### config.mk
export PLATFORM = sky130hd
export DESIGN_NAME = write_master
export DESIGN_NICKNAME = d
export VERILOG_FILES = /design/src/rtl/write_master.sv
export SDC_FILE = /design/constraint.sdc
export NUM_CORES = 1
export LEC_CHECK = 0
export CORE_UTILIZATION = 45
export DETAILED_ROUTE_END_ITERATION = 7
export HOLD_SLACK_MARGIN = 0.08
export PLACE_DENSITY = 0.82
export SLEW_MARGIN = 30
export SYNTH_ARGS = -nofsm -noshare
export SYNTH_HDL_FRONTEND = slang
export SYNTH_SLANG_ARGS = --single-unit
### constraint.sdc
create_clock -name iClk -period 4.2 [get_ports iClk]
set_clock_uncertainty 0.1 [all_clocks]
set_input_delay 1.26 -clock iClk [delete_from_list [all_inputs] [get_ports iClk]]
set_output_delay 1.26 -clock iClk [all_outputs]
set_load 0.02 [all_outputs]
### src/rtl/write_master.sv
// rtl/write_master.sv - Avalon-MM write master draining a show-ahead FIFO to memory.
// Define WRITE_MASTER_FIXED_ADDR_EN to keep every write at the start word (peripheral FIFO target).
module write_master (
    input  logic        iClk,
    input  logic        iReset_n,
    input  logic        iStart,
    input  logic [31:0] iStartAddress,
    input  logic [31:0] iLength,
    output logic        oDone,
    output logic [31:0] oAddress,
    output logic        oWrite,
    output logic [31:0] oWritedata,
    output logic [3:0]  oByteenable,
    input  logic        iWaitrequest,
    input  logic [31:0] iFifoData,
    input  logic        iFifoEmpty,
    output logic        oFifoRead
);

    typedef enum logic [2:0] {
        S_IDLE,
        S_LOAD,
        S_WRITE,
        S_DONE,
        S_HOLD
    } state_t;

    state_t      state;
    state_t      state_nxt;
    logic [31:0] addr_q;
    logic [29:0] count_q;
    logic        accept;

    // Sub-word start offset and trailing partial word are intentionally dropped.
    logic unused_low_bits;
    assign unused_low_bits = ^{iStartAddress[1:0], iLength[1:0]};

    always_ff @(posedge iClk or negedge iReset_n) begin
        if (!iReset_n) begin
            state <= S_IDLE;
        end else begin
            state <= state_nxt;
        end
    end

    always_ff @(posedge iClk or negedge iReset_n) begin
        if (!iReset_n) begin
            addr_q  <= 32'd0;
            count_q <= 30'd0;
        end else if (state == S_LOAD) begin
            addr_q  <= {iStartAddress[31:2], 2'b00};
            count_q <= iLength[31:2];
        end else if (accept) begin
            count_q <= count_q - 30'd1;
`ifdef WRITE_MASTER_FIXED_ADDR_EN
            addr_q  <= addr_q;
`else
            addr_q  <= addr_q + 32'd4;
`endif
        end
    end

    always_comb begin
        state_nxt = state;
        oWrite    = 1'b0;
        oDone     = 1'b0;
        accept    = 1'b0;
        case (state)
            S_IDLE: begin
                if (iStart) state_nxt = S_LOAD;
            end
            S_LOAD: begin
                state_nxt = (iLength[31:2] != 30'd0) ? S_WRITE : S_DONE;
            end
            S_WRITE: begin
                oWrite = !iFifoEmpty;
                accept = !iFifoEmpty && !iWaitrequest;
                if (accept && count_q == 30'd1) state_nxt = S_DONE;
            end
            S_DONE: begin
                oDone     = 1'b1;
                state_nxt = S_HOLD;
            end
            // Wait for the go level to drop so a still-high start cannot retrigger.
            S_HOLD: begin
                if (!iStart) state_nxt = S_IDLE;
            end
            default: begin
                state_nxt = S_IDLE;
            end
        endcase
    end

    assign oFifoRead   = accept;
    assign oByteenable = {4{oWrite}};
    assign oAddress    = addr_q;
    assign oWritedata  = iFifoData;

endmodule
# == Word-level counts from Yosys, hierarchy flattened ==
# Cells that the tools add are included.
# totals
inputBits,101
wordCells,33
register_bits,65
output_inout_bits,71
# classes
n_addsub,2
mux,12
n_reduce_logical,8
n_eq_ne,8
# ops
operator,n
32-bit two-way mux,2
30-bit two-way mux,2
"32-bit by 3-bit adder with 32-bit output, second input constant",1
"30-bit by 1-bit equality test with 1-bit output, second input constant",1
30-bit nonzero test,1
"30-bit by 1-bit subtractor with 30-bit output, second input constant",1
3-bit case mux with 5 select lines,1
3-bit two-way mux,3
"3-bit by 2-bit equality test with 1-bit output, second input constant",2
"2-bit inequality test, second input constant",3
1-bit two-way mux,4
"3-bit by 1-bit equality test with 1-bit output, second input constant",1
"3-bit equality test, second input constant",1
3-bit zero test,1
3-bit AND reduction,1
1-bit logical AND,2
1-bit zero test,2
2-bit nonzero test,1

# == Logic depth before layout (Yosys ltp) ==
# Gate-level depths: netlist of the first run.
# logic_depth
word_depth,5
mapped_depth,8
depth_no_buf,6

# == Worst setup path after synthesis of the first run ==
# OpenSTA, ideal clock, no wires.
# synth_path
path_type,input to output
startpoint,in iWaitrequest
endpoint,out oFifoRead
n_path_buf,2
required_time_ns,2.840
t_arrival_ns,2.400
cell_stages,5
setup_slack_ns,0.440
cell_sequence,nor2_1 -> nand2_1 -> inv_1 -> buf_1 -> buf_2
# synth_between
elab_chain_len,3
# synth_lines
element,line_no,source
from (decl),14,"input logic iWaitrequest,"
1-bit zero test,77,accept = !iFifoEmpty && !iWaitrequest;
1-bit logical AND,77,
1-bit two-way mux,68,case (state)
to (decl),17,output logic oFifoRead
# Every way passes these cells.

# == Final worst setup path of the first run ==
# layout_path
startpoint,in iFifoEmpty
endpoint,out oByteenable[1]
# layout_between
elab_chain_len,2
# layout_lines
element,line_no,source
from (decl),16,"input logic iFifoEmpty,"
1-bit zero test,76,oWrite = !iFifoEmpty;
1-bit two-way mux,68,
to (decl),13,"output logic [3:0] oByteenable,"
# Every way passes these cells.

==> results of run 1 <==
[layout make-up]
type	instances	area, sq um	share of cell area
clock inverter	3	17.5	0.00347
clock buffer	13	159	0.0315
timing repair buffer	108	1070	0.213
inverter	6	22.5	0.00447
multi-input combinational	339	2060	0.408
tap	108	135	0.0268
sequential	63	1580	0.313
[registers in the layout, summed over array words and instances (netlist names)]
| signal | count |
|---|---|
| state | 3 |
| oAddress | 30 |
| count_q | 30 |
[cell usage after synthesis (9+ instances only)]
master | number | area, sq um
nand2_1 | 64 | 240
nor2_1 | 28 | 105
o21ai_0 | 24 | 120
buf_4 | 38 | 285
o311ai_0 | 12 | 105
clkbuf_1 | 17 | 63.8
nor3_1 | 17 | 85.1
nand3_1 | 30 | 150
a221o_1 | 12 | 120
o211ai_1 | 18 | 135
dfrtp_1 | 63 | 1580
nand4_1 | 11 | 68.8
nor4_1 | 19 | 119
a21oi_1 | 9 | 45.0
[final timing paths]
check                                  from              to  slack, ps  depth (start not counted)
min in group asynchronous          iReset_n     count_q[17]        850                          1
worst max-delay path             iFifoEmpty  oByteenable[1]        190                          3
worst min register to register  count_q[28]     count_q[28]        440                          1
worst min-delay path            count_q[28]     count_q[28]        440                          1
worst max register to register   count_q[4]     count_q[23]       1390                          5
max in group asynchronous          iReset_n    oAddress[21]       2500                          2
[layer usage]
metal	vias up	GRT usage	wire length, microns
met5	-	0	0
met4	0	0.116	317
met3	29	0.0454	895
met2	169	0.407	5390
met1	1900	0.328	4730
li1	1855	-	-
[where the power goes]
group          internal [mW]  switching, mW  leakage [nW]  total [mW]
clock                  0.245          0.237        0.0894       0.482
sequential             0.900          0.369         0.784        1.27
combinational          0.763          0.885          1.04        1.65
[worst max-delay path, cell delays in order]
cell	delay, ps
clkdlybuf4s50_1	440
nor2_1	270
clkdlybuf4s50_1	680
[placed cells by master (no fill, tap or decap), types with 3 or more instances in the layout]
master	Yosys	final
a221o_1	12	12
o311a_1	3	3
ha_1	3	3
o311ai_0	12	12
and3_1	5	5
a31oi_1	7	7
xnor2_1	7	7
or3_1	8	8
nor3_1	17	17
buf_4	38	6
a22oi_1	6	6
a21oi_1	9	9
o41ai_1	3	3
nor3b_1	6	5
inv_1	6	6
nor2_1	28	28
o21ai_0	24	24
a211o_1	4	4
or2_2	3	3
clkbuf_8	0	11
nand4_1	11	11
nand2_1	64	64
a32oi_1	3	3
nand3_1	30	30
clkdlybuf4s50_1	0	99
dfrtp_1	63	63
nor4_1	19	19
or4_1	5	5
o211ai_1	18	18
[cells by family after synthesis]
| family | count (synthesis) | share of synthesized area |
|---|---|---|
| AOI/OAI and AO/OA | 111 | 0.204 |
| xor gates and xnor gates | 9 | 0.0196 |
| adders and majority gates | 3 | 0.00935 |
| buffers and inverters | 65 | 0.0969 |
| DFF | 63 | 0.393 |
| muxes | 2 | 0.00499 |
| other | 1 | 0.000934 |
| and+or+nand+nor | 212 | 0.271 |
==> summary.md, run 1 <==
| Metric | Value |
|---|---|
| RSZ-0062 raised after global routing | `false` |
| Io pins | `172` |
| Total Routed Length | `11300 microns` |
| Clock root buffer | `clkbuf_8` |
| Initial Utilization | `0.463` |
| Initial DRC Count | `183` |
| Max cap viols | `0` |
| F_max | `0.249 GHz` |
| Arr. time, crit path | `2650 ps` |
| Nets | `631` |
| Syn Area/Cell | `8.62 sq um` |
| CTS tree | `yes` |
| Die Span X | `96.5 microns` |
| Layout cell share with drive strength beyond 1 | `0.0733` |
| Worst setup SP type | `input pin` |
| Final core utilization | `0.581` |
| Fin. max-slew vios | `0` |
| Cell Rows | `34` |
| Hold buffer count at cts | `0` |
| Synthesis-to-finish area growth | `25.6%` |
| YS warnings | `0` |
| Wire per inst | `17.7 microns` |
| Fin. Hold Viols | `0` |
| Pleak | `1.92 nW` |
| Largest net degree at the start of global routing | `64` |
| Worst supply voltage drop on vdd | `0.343 mV` |
| Clock Latency Late Sink | `340 ps` |
| Antenna Nets Post-Route | `0` |
| Vias per cell | `6.18` |
| Post-layout minimum cycle time | `4010 ps` |
| Endpoints failing setup | `0` |
| PwrDens | `674 nW/um^2` |
| Dpl cells | `624` |
| Setup Fix Bufs, Post-CTS | `0` |
| DIE HEIGHT | `96.5 microns` |
| Post-cts sizing count | `0` |
| DIE AREA | `9300 sq um` |
| Post-DP HPWL | `8120 microns` |
| Fin Setup TNS | `0 ps` |
| Number of synthesized flops with an enable pin | `0` |
| Final Instance Area | `5040 sq um` |
| Port bufs | `101` |
| Routability cong. | `0.885` |
| Total track usage | `0.252` |
| Hold crit path type | `reg -> reg` |
| Seq/Total Area, Yosys | `0.393` |
| CTS clk-pin slew, worst paths | `70 ps` |
| Non-filler cells, final | `640` |
| Post-Synthesis Cell Area | `4020 sq um` |
| Outcome | `finished, final reports clean` |
| Measured slew at the worst slew-check pin | `800 ps` |
| Ant. Diodes | `0` |
| Clk sink count | `63` |
| Total number of vias | `3953` |
| Fraction of registers with async set/reset | `1.00` |
| Worst setup path class | `in -> out` |
| Tot Pwr | `3.40 mW` |
| Period utilization | `0.955` |
| Setup ws final | `190 ps` |
| DP Area | `4860 sq um` |
| DR pass1 iterations | `5` |
| Crit. End Element | `primary output` |
| GRT overflow | `0` |
| Crit Path Max Fanout | `5` |
| CTS buffer count | `9` |
| Worst slew margin | `0.467` |
| Synth Register Bits | `63` |
| First-pass GRT wire length | `17800 microns` |
| Core area | `8680 sq um` |
| H-tree Lvls | `3` |
| Netlist cell types | `53` |
| Post-synth top flop | `dfrtp_1` |
| Cells after synthesis | `466` |
| Post-Place Worst Slack | `62.7 ps` |
| DRC | `0` |
| Filler Cells Inserted | `803` |
| Vias in the first global route | `3647` |
| Clock Path Buffers | `2` |
| Initial antenna violation count | `0` |
| Req. time, crit path | `2840 ps` |
| Hold slack | `438 ps` |
Note: power is estimated with default switching activity, not from simulation.
==> run 2: changes to the inputs <==
- CORE_UTILIZATION: 45 -> 39
- PLACE_DENSITY: 0.82 -> 0.76
- clock period: 4.2 -> 3.4 ns (I/O delays scaled with it)
==> run 2 against run 1 <==
  * Final area up 2.4%
  * Power up 27%
  * Critical endpoint is now oFifoRead
  * Sequential share of layout area down 0.73 points
  * Worst hold slack better by 12 ps
  * Setup slack worse by 2.0 ps
  * Critical path depth up 2
  * Wire length up 5.5%
  * Global-route usage down 2.0 points
  * First-iteration DRC count up 18%
==> summary.md, run 2 (synthesis gave the netlist of run 1 again) <==
| Metric | Value |
|---|---|
| Worst supply voltage drop on vdd | `0.397 mV` |
| Routability cong. | `0.862` |
| CTS buffer count | `9` |
| Fin Setup TNS | `0 ps` |
| Worst setup path class | `in -> out` |
| Total number of vias | `4009` |
| Clk sink count | `63` |
| Setup ws final | `188 ps` |
| DRC | `0` |
| Die Span X | `103 microns` |
| Hold crit path type | `reg -> reg` |
| Final Instance Area | `5160 sq um` |
| Setup Fix Bufs, Post-CTS | `0` |
| Total Routed Length | `12000 microns` |
| CTS clk-pin slew, worst paths | `70 ps` |
| Most frequent cells in the layout | `clkdlybuf4s50_1 (94), nand2_1 (64), dfrtp_1 (63)` |
| Measured slew at the worst slew-check pin | `736 ps` |
| Port bufs | `101` |
| Total track usage | `0.232` |
| Worst setup SP type | `input pin` |
| PwrDens | `838 nW/um^2` |
| Largest net degree at the start of global routing | `64` |
| Period utilization | `0.945` |
| Synthesis-to-finish area growth | `28.6%` |
| Ant. Diodes | `0` |
| CTS tree | `yes` |
| Pleak | `1.99 nW` |
| Vias per cell | `5.94` |
| Core area | `9860 sq um` |
| Endpoints failing setup | `0` |
| Arr. time, crit path | `2090 ps` |
| Clock Latency Late Sink | `340 ps` |
| DP Area | `4980 sq um` |
| Switching Fraction | `0.433` |
| Post-layout minimum cycle time | `3210 ps` |
| GRT overflow | `0` |
| Clk pwr share | `0.155` |
| Combinational power share | `0.485` |
| Initial Utilization | `0.407` |
| Worst slew margin | `0.509` |
| Most common cell after layout, fill and taps aside | `clkdlybuf4s50_1` |
| Io pins | `172` |
| Internal power | `2.45 mW` |
| DIE AREA | `10700 sq um` |
| Post-Place Worst Slack | `-252 ps` |
| Clock Path Buffers | `2` |
| Max cap viols | `0` |
| R2R Setup Slk | `650 ps` |
| H-tree Lvls | `3` |
| NetSw | `1.87 mW` |
| F_max | `0.311 GHz` |
| Initial DRC Count | `216` |
| RSZ-0062 raised after global routing | `false` |
| Cell Rows | `36` |
| Seq pwr share | `0.361` |
| Req. time, crit path | `2280 ps` |
| Crit Path Max Fanout | `3` |
| DR pass1 iterations | `5` |
| Initial antenna violation count | `0` |
| DIE HEIGHT | `103 microns` |
| Layout cell share with drive strength beyond 1 | `0.0959` |
| Crit. End Element | `primary output` |
| Antenna Nets Post-Route | `0` |
| Fin. Hold Viols | `0` |
| Nets | `642` |
| Clock root buffer | `clkbuf_8` |
| Tot Pwr | `4.33 mW` |
| Outcome | `finished, final reports clean` |
| Post-DP HPWL | `8490 microns` |
| Fin. max-slew vios | `0` |
| Vias in the first global route | `3836` |
| First-pass GRT wire length | `19000 microns` |
| Wire per inst | `17.7 microns` |
run 2: cell count changes in the layout (fill, tap and decap cells not counted):
cell and delta:
clkbuf_2 +1, dlygate4sd2_1 +5, clkinv_2 +1, buf_4 +11, dlymetal6s2s_1 -1, clkinvlp_4 -1, clkdlybuf4s50_1 -5, bufinv_16 +1
clkbuf_1 -2
run 2: power groups by stage:
stage	clock network, mW	registers, mW	logic (mW)
finish	0.670	1.56	2.10
global route	0.716	1.62	2.31
CTS	0.684	1.54	2.10
detailed placement	0	1.54	2.11
global placement	0	1.52	2.05
floorplan	0	1.65	1.18
run 2: worst paths after layout:
kind	start	end	cells after the start
max	iFifoEmpty	oFifoRead	5
min	count_q[20]	count_q[20]	2
min in group asynchronous	iReset_n	count_q[26]	1
min reg2reg	count_q[20]	count_q[20]	2
max reg2reg	count_q[16]	count_q[23]	5
max in group asynchronous	iReset_n	count_q[5]	2
run 2: final cells by class:
cell class,count,area [sq um]
Fill cell,902,4700
Multi-Input combinational cell,339,2060
Sequential cell,63,1580
Timing Repair Buffer,119,1140
Tap cell,133,166
Clock buffer,11,151
Clock inverter,4,45.0
Inverter,6,22.5
run 2: per-layer routing:
layer | routed length [microns] | share of wire | global-route usage | vias up
met5 | 0 | 0 | 0 | -
met4 | 219 | 0.018 | 0.0715 | 0
met3 | 846 | 0.071 | 0.0565 | 22
met2 | 5880 | 0.49 | 0.388 | 171
met1 | 5010 | 0.42 | 0.295 | 1935
li1 | - | - | - | 1881
run 2: metrics by stage:
stage / std cells / utilization / hold slack, ps
finish: 675 / 0.523 / 449
CTS: 675 / 0.524 / 448
floorplan: 467 / - / 386
global placement: 660 / 0.505 / 400
global route: 675 / 0.523 / 472
detailed placement: 660 / 0.505 / 427
run 2: critical path, cell delays in order:
cell	delay (ps)
clkdlybuf4s50_1	430
nor2_1	190
nand2_1	110
inv_1	150
clkbuf_2	190
run 2: repair_timing:
item / 4_1_cts / 5_1_grt
endpoints found under the hold margin: 0 / 0
cloned: 0 / 0
endpoints found under the setup margin: 6 / 1
gates resized for setup: 6 / 2
hold buffers: 0 / 0
==> run 3: changes to the inputs <==
- CAP_MARGIN: not set -> 20
==> results of run 3 <==
The final DEF is identical to that of run 2; final timing and power are the same.
